## src/rtl/fetch_unit_if.sv

```systemverilog
// rtl/fetch_unit_if.sv - fetch stage bus: instruction memory port plus instruction hand-off to control/datapath
interface fetch_unit_if;
  logic        imem_req;
  logic [31:0] imem_addr;
  logic        imem_rvalid;
  logic [31:0] imem_rdata;
  logic        instr_ready;
  logic        PCSrc;
  logic [31:0] PCTarget;
  logic        instr_valid;
  logic [31:0] instr;
  logic [6:0]  op;
  logic [2:0]  funct3;
  logic        funct7_5;
  logic [31:0] pc;
  logic [31:0] pc_plus4;
  logic [31:0] instret;
  logic        fault;

  modport master (
    output imem_req, imem_addr, instr_valid, instr, op, funct3, funct7_5,
           pc, pc_plus4, instret, fault,
    input  imem_rvalid, imem_rdata, instr_ready, PCSrc, PCTarget
  );

  modport slave (
    input  imem_req, imem_addr, instr_valid, instr, op, funct3, funct7_5,
           pc, pc_plus4, instret, fault,
    output imem_rvalid, imem_rdata, instr_ready, PCSrc, PCTarget
  );
endinterface

```

## src/rtl/fetch_unit.sv

```systemverilog
// rtl/fetch_unit.sv - RV32I fetch stage: PC, one-word imem reads, held instruction with decode fields
// One instruction in flight; next PC is chosen when the held instruction is accepted.
module fetch_unit #(
  parameter logic [31:0] RESET_PC = 32'h0000_0000
) (
  input  logic          clk,
  input  logic          rst,
  fetch_unit_if.master  bus
);

  typedef enum logic [2:0] {
    S_BOOT,
    S_FETCH,
    S_WAIT,
    S_VALID,
    S_FAULT
  } state_t;

  localparam logic [31:0] NOP = 32'h0000_0013;

  state_t      state_q, state_d;
  logic [31:0] pc_q, pc_d;
  logic [31:0] instr_q, instr_d;
  logic [31:0] instret_q, instret_d;
  logic        fault_q, fault_d;
  logic        imem_req_q, imem_req_d;
  logic        instr_valid_q, instr_valid_d;
  logic [31:0] pc_plus4;

  assign pc_plus4 = pc_q + 32'd4;

  always_comb begin
    state_d   = state_q;
    pc_d      = pc_q;
    instr_d   = instr_q;
    instret_d = instret_q;
    fault_d   = fault_q;
    case (state_q)
      S_BOOT:  state_d = S_FETCH;
      S_FETCH: state_d = S_WAIT;
      S_WAIT: begin
        if (bus.imem_rvalid) begin
          instr_d = bus.imem_rdata;
          state_d = S_VALID;
        end
      end
      S_VALID: begin
        if (bus.instr_ready) begin
          instret_d = instret_q + 32'd1;
          // A misaligned target retires the instruction but freezes the PC for post-mortem.
          if (bus.PCSrc && (bus.PCTarget[1:0] != 2'b00)) begin
            fault_d = 1'b1;
            state_d = S_FAULT;
          end else begin
            pc_d    = bus.PCSrc ? bus.PCTarget : pc_plus4;
            state_d = S_FETCH;
          end
        end
      end
      S_FAULT: state_d = S_FAULT;
      default: state_d = S_BOOT;
    endcase
    imem_req_d    = (state_d == S_FETCH);
    instr_valid_d = (state_d == S_VALID);
  end

  always_ff @(posedge clk or posedge rst) begin
    if (rst) begin
      state_q       <= S_BOOT;
      pc_q          <= RESET_PC;
      instr_q       <= NOP;
      instret_q     <= 32'd0;
      fault_q       <= 1'b0;
      imem_req_q    <= 1'b0;
      instr_valid_q <= 1'b0;
    end else begin
      state_q       <= state_d;
      pc_q          <= pc_d;
      instr_q       <= instr_d;
      instret_q     <= instret_d;
      fault_q       <= fault_d;
      imem_req_q    <= imem_req_d;
      instr_valid_q <= instr_valid_d;
    end
  end

  assign bus.imem_req    = imem_req_q;
  assign bus.imem_addr   = pc_q;
  assign bus.instr_valid = instr_valid_q;
  assign bus.instr       = instr_q;
  assign bus.op          = instr_q[6:0];
  assign bus.funct3      = instr_q[14:12];
  assign bus.funct7_5    = instr_q[30];
  assign bus.pc          = pc_q;
  assign bus.pc_plus4    = pc_plus4;
  assign bus.instret     = instret_q;
  assign bus.fault       = fault_q;

endmodule

```

## src/flat_wrapper.sv

```systemverilog
// flat-port wrapper written by rule: the top's interface ports become plain ports
module fetch_unit_flat 
#(
  parameter logic [31:0] RESET_PC = 32'h0000_0000
)
  (clk, rst, bus_imem_req, bus_imem_addr, bus_instr_valid, bus_instr, bus_op, bus_funct3, bus_funct7_5, bus_pc, bus_pc_plus4, bus_instret, bus_fault, bus_imem_rvalid, bus_imem_rdata, bus_instr_ready, bus_PCSrc, bus_PCTarget);
  fetch_unit_if bus_i ();
  input  logic clk;
  input  logic rst;
  output wire logic [$bits(bus_i.imem_req)-1:0] bus_imem_req;
  output wire logic [$bits(bus_i.imem_addr)-1:0] bus_imem_addr;
  output wire logic [$bits(bus_i.instr_valid)-1:0] bus_instr_valid;
  output wire logic [$bits(bus_i.instr)-1:0] bus_instr;
  output wire logic [$bits(bus_i.op)-1:0] bus_op;
  output wire logic [$bits(bus_i.funct3)-1:0] bus_funct3;
  output wire logic [$bits(bus_i.funct7_5)-1:0] bus_funct7_5;
  output wire logic [$bits(bus_i.pc)-1:0] bus_pc;
  output wire logic [$bits(bus_i.pc_plus4)-1:0] bus_pc_plus4;
  output wire logic [$bits(bus_i.instret)-1:0] bus_instret;
  output wire logic [$bits(bus_i.fault)-1:0] bus_fault;
  input wire logic [$bits(bus_i.imem_rvalid)-1:0] bus_imem_rvalid;
  input wire logic [$bits(bus_i.imem_rdata)-1:0] bus_imem_rdata;
  input wire logic [$bits(bus_i.instr_ready)-1:0] bus_instr_ready;
  input wire logic [$bits(bus_i.PCSrc)-1:0] bus_PCSrc;
  input wire logic [$bits(bus_i.PCTarget)-1:0] bus_PCTarget;
  assign bus_imem_req = bus_i.imem_req;
  assign bus_imem_addr = bus_i.imem_addr;
  assign bus_instr_valid = bus_i.instr_valid;
  assign bus_instr = bus_i.instr;
  assign bus_op = bus_i.op;
  assign bus_funct3 = bus_i.funct3;
  assign bus_funct7_5 = bus_i.funct7_5;
  assign bus_pc = bus_i.pc;
  assign bus_pc_plus4 = bus_i.pc_plus4;
  assign bus_instret = bus_i.instret;
  assign bus_fault = bus_i.fault;
  assign bus_i.imem_rvalid = bus_imem_rvalid;
  assign bus_i.imem_rdata = bus_imem_rdata;
  assign bus_i.instr_ready = bus_instr_ready;
  assign bus_i.PCSrc = bus_PCSrc;
  assign bus_i.PCTarget = bus_PCTarget;
  fetch_unit #(.RESET_PC(RESET_PC)) u_core (.clk(clk), .rst(rst), .bus(bus_i));
endmodule
```

## config.mk

```make
export PLATFORM = sky130hd
export DESIGN_NAME = fetch_unit_flat
export DESIGN_NICKNAME = d
export VERILOG_FILES = /design/src/rtl/fetch_unit_if.sv /design/src/rtl/fetch_unit.sv /design/src/flat_wrapper.sv
export SDC_FILE = /design/constraint.sdc
export NUM_CORES = 1
export LEC_CHECK = 0
export ABC_AREA = 1
export CAP_MARGIN = 10
export CORE_MARGIN = 2
export CORE_UTILIZATION = 40
export DETAILED_ROUTE_END_ITERATION = 16
export PLACE_DENSITY = 0.78
export SYNTH_ARGS = -nofsm -noshare
export SYNTH_HDL_FRONTEND = slang
export SYNTH_SLANG_ARGS = --single-unit
```

## constraint.sdc

```tcl
create_clock -name clk -period 3.2 [get_ports clk]
set_input_delay 0.48 -clock clk [delete_from_list [all_inputs] [get_ports clk]]
set_output_delay 0.48 -clock clk [all_outputs]
set_load 0.01 [all_outputs]
```

==> metrics.log, run 1 <==
[metrics] result of the run: finished, final reports clean
[metrics] share of the yosys chip area belonging to registers: 0.421
[metrics] number of flops mapped to enable cells by yosys: 0
[metrics] DR vias/cell: 4.80
[metrics] maximum number of pins on one net before global-route repair: 46
[metrics] top-area cell type share of the netlist area: 0.408
[metrics] Die X: 127 µm
[metrics] number of global-route vias before repair: 5753
[metrics] largest cells by area after synthesis: dfrtp_1, nand2_1, nor2_1
[metrics] post-synth cell types: 33
[metrics] footprint of the flip-flops and latches: 0.00256 mm²
[metrics] last weighted congestion value of the routability-driven placer: 0.871
[metrics] endpoint kind of the worst setup timing path: output pin
[metrics] Tcrit/Tclk final: 0.938
[metrics] First DRT Iteration DRCs: 337
[metrics] cell area after layout: 0.00871 mm²
[metrics] Filler Cell Count: 1376
[metrics] total global-route track usage: 0.218
[metrics] slew margin rel.: 0.559
[metrics] CP most frequent cell: nand2_1
[metrics] Core Box Area: 0.0150 mm²
[metrics] count of cells along the worst hold path: 2
[metrics] netlist area before placement: 0.00607 mm²
[metrics] clock root cell: clkbuf_16
[metrics] accumulated negative setup slack: 0 ns
[metrics] layout-stage area growth over the synthesis result: 43.5%
[metrics] number of slew-limit violations in the final report: 0
[metrics] IO buf count: 242
[metrics] library cell contributing the largest single delay on the critical path: clkdlybuf4s50_1
[metrics] endpoint arrival time on the critical path: 2.52 ns
[metrics] Total Routed Length: 17300 µm
[metrics] share of total power in sequential cells: 0.499
[metrics] DPL Wire Length: 13100 µm
[metrics] vias after detailed routing: 6102
[metrics] Worst EP required: 2.72 ns
[metrics] maximum clock frequency: 333 MHz
[metrics] remaining routing DRC violations: 0
[metrics] number of antenna-violating nets in the routed design: 0
[metrics] Clk Latency, worst-skew pair: 0.35 ns
[metrics] die boundary height: 127 µm
[metrics] proportion of power drawn by combinational gates: 0.060
[metrics] CTS Buf Count: 9
[metrics] Setup CP Type: reg -> out
[metrics] Commonest cells post-synth: nand2_1, nor2_1, dfrtp_1
[metrics] Mapped Cells: 879
[metrics] antenna violations before repair: 0
[metrics] Cell Int Power: 1.95 mW
[metrics] post-synthesis cell type with the largest combined area: dfrtp_1
[metrics] commonest register cell after synthesis: dfrtp_1
[metrics] synthesized area per cell: 6.91 µm²
[metrics] post-synthesis async set-or-reset flop share: 1.00
[metrics] final clock skew: 0.00710 ns
[metrics] worst min-delay path category: reg -> reg
[metrics] syn nets: 950
[metrics] Max Root-Sink Buffers: 2
[metrics] Worst Tran Pin Value: 0.660 ns
[metrics] drt wl/cell: 13.6 µm
[metrics] Cell Pwr Density: 297 mW/mm²
[metrics] ratio of cells with drive above 1 in the final layout: 0.0471
[metrics] Hold Fails Final Rpt: 0
[metrics] clock tree from TritonCTS: done
[metrics] global-route wire length before repair: 28400 µm
[metrics] # IOs: 243
[metrics] length in cells of the worst reg-to-reg path: 10
[metrics] post-placement cell count: 1254
[metrics] total number of nets in the final design: 1148
[metrics] Period minus WS final: 3.00 ns
[metrics] post-synthesis sequential element count: 102
[metrics] max-capacitance violation count: 0
[metrics] leading cell type by number of instances after synthesis: nand2_1
[metrics] number of diodes: 0
[metrics] worst voltage drop across the vdd grid: 0.200 mV
[metrics] min setup slack post-route: 0.197 ns
[metrics] switching part of the total: 0.249
[metrics] Synth warnings: 0
[metrics] part of the total power dissipated in the clock network: 0.440
[metrics] Row Count: 45
[metrics] initial core utilization: 0.404
[metrics] DRT Pass-1 Iters: 5
[metrics] cell chain of the critical path: ha_1 -> nand2_1 -> nor2_2 -> nand2_1 -> nor2_1 -> nand3_1 -> nand2_1 -> clkdlybuf4s50_1
[metrics] worst setup slack before clock tree synthesis: 0.582 ns
[metrics] total grt overflow: 0
[metrics] Setup crit start kind: register
[metrics] Max FO, Critical Path: 5
[metrics] cts-stage hold buffer count: 0
[metrics] area of the multi-input gates: 0.00282 mm²
[metrics] maximum level of the CTS H-tree: 3
[metrics] clock-pin slew on the worst setup and hold paths: 0.08 ns
[metrics] non-filler cells, final: 1270
[metrics] NetSw: 0.645 mW
[metrics] sink count of the clock tree: 102
[metrics] cell leakage power: 4.03 nW
[metrics] setup repair after global routing missed its margin: false
[metrics] die area: 0.0162 mm²
[metrics] worst stage delay on the critical path: 0.53 ns
[metrics] post-place instance area: 0.00840 mm²
[metrics] number of setup violations in the final report: 0
==> cell type report <==
| type | count | share of cell area |
|---|---|---|
| repair buffers | 250 | 0.286 |
| clock buffers | 9 | 0.0258 |
| clock inverters | 7 | 0.00991 |
| flip-flops and latches | 102 | 0.293 |
| multi-input cells | 635 | 0.323 |
| inverters | 79 | 0.0343 |
| well taps | 188 | 0.0270 |
==> worst max-delay path: cells and delay by family (launching register included) <==
family	cells	cell delay, ns
buffers and inverters	1	0.53
AND/OR/NAND/NOR	6	1.02
adder cells (fa/ha/maj)	1	0.20
flip-flops	1	0.42
==> path summary, 6_finish.rpt <==
kind / endpoint / from / slack [ns]
max: bus_pc_plus4[28] / u_core.bus.imem_addr[3] / 0.20
min: u_core.bus.instr[10] / u_core.bus.instr[10] / 0.48
max reg2reg: u_core.bus.imem_addr[28] / u_core.bus.imem_addr[3] / 1.31
min reg2reg: u_core.bus.instr[10] / u_core.bus.instr[10] / 0.48
max in group asynchronous: u_core.bus.imem_addr[31] / rst / 1.89
min in group asynchronous: u_core.bus.imem_addr[4] / rst / 0.54
==> sequential cells by signal (all words and copies together) (netlist names) <==
signal                  count
u_core.bus.imem_addr       32
u_core.bus.instret         32
u_core.bus.imem_req         1
u_core.bus.instr           32
u_core.bus.fault            1
u_core.state_q              3
u_core.bus.instr_valid      1
==> through the flow <==
step	utilization	hold slack (ns)	total power [mW]
floorplan	-	0.475	1.37
global placement	0.559	0.452	1.48
detailed placement	0.559	0.458	1.48
CTS	0.579	0.479	2.63
global route	0.580	0.502	2.71
finish	0.580	0.475	2.59
==> layer usage <==
layer | vias up | part of all wire | GRT usage
met4 | 0 | 0.021 | 0.0789
met3 | 25 | 0.062 | 0.0381
met5 | - | 0 | 0
met2 | 204 | 0.50 | 0.384
met1 | 2815 | 0.42 | 0.270
li1 | 3058 | - | -
==> power by group through the flow <==
| stage | clock network [mW] | logic [mW] | registers (mW) |
|---|---|---|---|
| final | 1.14 | 0.156 | 1.29 |
| after detailed placement | 0 | 0.159 | 1.32 |
| after CTS | 1.17 | 0.159 | 1.29 |
| after floorplan | 0 | 0.0461 | 1.32 |
| after global placement | 0 | 0.158 | 1.32 |
| after global routing | 1.24 | 0.172 | 1.29 |
==> kinds of logic (layout without fill, tap and decap cells) <==
logic type / Yosys count / count (layout) / share of synthesized area
xor+xnor: 23 / 23 / 0.0332
flops: 102 / 102 / 0.421
simple gates: 564 / 564 / 0.385
compound gates: 46 / 46 / 0.0396
fa+ha+maj: 2 / 2 / 0.00412
buf+inv: 142 / 345 / 0.117
==> cells in the final DEF, fill, tap and decap left out, drive strengths merged <==
cell type and n:
a21oi 17, a31oi 2, and2 3, buf 8, clkbuf 9, clkdlybuf4s50 242, clkinv 5, dfrtp 99
dfstp 3, ha 2, inv 81, nand2 362, nand3 48, nand3b 4, nand4 6, nor2 135
nor3 5, nor4 1, o211ai 1, o21ai 22, o22ai 4, xnor2 10, xor2 13
==> what timing repair did <==
action                                  in CTS  in global routing
endpoints found under the setup margin       0                  1
gates resized for setup                      0                  1
buffers inserted                             0                  0
(Power assumes the default switching activity.)
==> run 2, diff against run 1 <==
Settings changed: CAP_MARGIN 10 to 15.
==> results of run 2 <==
The final DEF is identical to that of run 1; final timing and power are the same.
==> run 3, diff against run 2 <==
==> constraint.sdc (replaced) <==
create_clock -name clk -period 3.2 [get_ports clk]
set_input_delay 0.64 -clock clk [delete_from_list [all_inputs] [get_ports clk]]
set_output_delay 0.64 -clock clk [all_outputs]
set_load 0.01 [all_outputs]
==> metrics.log, run 3 (same netlist as run 1, synthesis figures left out) <==
[metrics] hold wc startpoint: u_core.bus.fault
[metrics] total grt overflow: 0
[metrics] number of setup violations in the final report: 0
[metrics] worst min-delay path category: reg -> reg
[metrics] Period minus WS final: 3.04 ns
[metrics] clock tree from TritonCTS: done
[metrics] number of slew-limit violations in the final report: 0
[metrics] layout-stage area growth over the synthesis result: 44.3%
[metrics] DR vias/cell: 4.76
[metrics] post-placement cell count: 1255
[metrics] Max Root-Sink Buffers: 2
[metrics] CTS Buf Count: 9
[metrics] IO buf count: 242
[metrics] Cell Pwr Density: 308 mW/mm²
[metrics] most common cell after layout, fill and taps aside: nand2_1
[metrics] sink of the worst hold path: u_core.bus.fault
[metrics] maximum level of the CTS H-tree: 3
[metrics] ratio of cells with drive above 1 in the final layout: 0.0517
[metrics] clock root cell: clkbuf_16
[metrics] total global-route track usage: 0.216
[metrics] capturing point of the worst reg2reg path: u_core.bus.imem_addr[13]
[metrics] sink count of the clock tree: 102
[metrics] endpoint arrival time on the critical path: 2.40 ns
[metrics] max-capacitance violation count: 0
[metrics] First DRT Iteration DRCs: 363
[metrics] Worst Tran Pin Value: 0.654 ns
[metrics] worst voltage drop across the vdd grid: 0.213 mV
[metrics] maximum number of pins on one net before global-route repair: 71
[metrics] number of antenna-violating nets in the routed design: 0
[metrics] Row Count: 45
[metrics] Max FO, Critical Path: 6
[metrics] count of cells along the worst hold path: 2
[metrics] maximum clock frequency: 329 MHz
[metrics] # IOs: 243
[metrics] non-filler cells, final: 1271
[metrics] Tcrit/Tclk final: 0.950
[metrics] number of global-route vias before repair: 5755
[metrics] Die X: 127 µm
[metrics] die boundary height: 127 µm
[metrics] overall power: 2.70 mW
[metrics] global-route wire length before repair: 28200 µm
[metrics] total number of nets in the final design: 1149
[metrics] remaining routing DRC violations: 0
[metrics] launch point of the worst reg-to-reg path: u_core.bus.imem_addr[6]
[metrics] cell leakage power: 4.05 nW
[metrics] final clock skew: 0.00979 ns
[metrics] Clk Latency, worst-skew pair: 0.35 ns
[metrics] register-to-register setup slack: 1.42 ns
[metrics] Setup crit start kind: register
[metrics] vias after detailed routing: 6046
[metrics] Setup CP Type: reg -> out
[metrics] clock-pin slew on the worst setup and hold paths: 0.08 ns
[metrics] last weighted congestion value of the routability-driven placer: 0.921
[metrics] number of diodes: 0
[metrics] DPL Wire Length: 13200 µm
[metrics] Total Routed Length: 17400 µm
[metrics] result of the run: finished, final reports clean
[metrics] setup repair after global routing missed its margin: true
[metrics] Core Box Area: 0.0150 mm²
[metrics] drt wl/cell: 13.7 µm
[metrics] endpoint kind of the worst setup timing path: output pin
[metrics] Hold Fails Final Rpt: 0
[metrics] antenna violations before repair: 0
[metrics] die area: 0.0162 mm²
[metrics] highest-count cells in the layout ignoring fill and taps: nand2_1, clkdlybuf4s50_1, nor2_1
[metrics] DRT Pass-1 Iters: 5
[metrics] slew margin rel.: 0.564
[metrics] final core utilization: 0.583
[metrics] initial core utilization: 0.404
[metrics] Worst EP required: 2.56 ns
[metrics] length in cells of the worst reg-to-reg path: 8
==> run 3: cell count changes in the layout (fill, tap and decap cells not counted), sizes merged <==
| cell | delta |
|---|---|
| buf | +1 |
| bufinv | +2 |
| clkinv | -3 |
| clkbuf | +1 |
| clkinvlp | +1 |
| inv | -1 |
==> run 3: final cells by class <==
type | count | area [µm²]
fillers | 1385 | 6270
multi-input cells | 635 | 2830
clock buffers | 10 | 239
repair buffers | 251 | 2500
clock inverters | 6 | 97.6
well taps | 188 | 235
inverters | 79 | 300
flip-flops and latches | 102 | 2560
==> run 3: worst max-delay path: stages, from the launching register on <==
cell             delay, ns
dfrtp_1               0.49
nand2_1               0.12
nor2_1                0.19
nand2_1               0.19
nor2_1                0.30
nand3_1               0.14
nand2_1               0.09
clkdlybuf4s50_1       0.54
==> run 3: how the worst max path moves through the flow <==
stage                                        from               end  slack (ns)  cells after the start
after floorplan           u_core.bus.imem_addr[3]  bus_pc_plus4[22]        1.17                      7
after global placement    u_core.bus.imem_addr[2]  bus_pc_plus4[12]        0.50                      8
after detailed placement  u_core.bus.imem_addr[2]  bus_pc_plus4[22]        0.46                      8
after CTS                 u_core.bus.imem_addr[3]  bus_pc_plus4[22]        0.06                      8
after global routing      u_core.bus.imem_addr[6]  bus_pc_plus4[27]      -0.004                      7
final                     u_core.bus.imem_addr[6]  bus_pc_plus4[29]        0.16                      7
==> run 3: layer usage <==
metal  wire, µm  GRT usage  vias to the layer above
met5          0          0                        -
met4        367     0.0724                        0
met3       1230     0.0549                       30
met2       8470      0.369                      230
met1       7340      0.268                     2732
li1           -          -                     3054
==> run 3: per-stage QoR <==
stage / setup slack, ns / TNS, ns / hold WS, ns / cell area (µm²)
6_report: 0.159 / 0 / 0.464 / 8760
5_1_grt: -0.00393 / -0.00901 / 0.474 / 8760
4_1_cts: 0.0650 / 0 / 0.469 / 8740
3_5_place_dp: 0.456 / 0 / 0.452 / 8410
3_3_place_gp: 0.504 / 0 / 0.447 / 8410
2_1_floorplan: 1.17 / 0 / 0.475 / 6080
==> run 3: what timing repair did <==
action	in CTS	in global routing
hold buffers	0	0
gates resized for setup	0	6
setup endpoints to repair	0	10
setup buffers	0	0
==> run 3: where the power goes <==
group	total (mW)	leakage, nW	internal, mW	switching, mW
registers	1.29	1.34	1.29	0.00331
logic	0.155	2.54	0.0899	0.0648
clock network	1.25	0.166	0.722	0.527
total	2.70	4.05	2.10	0.595
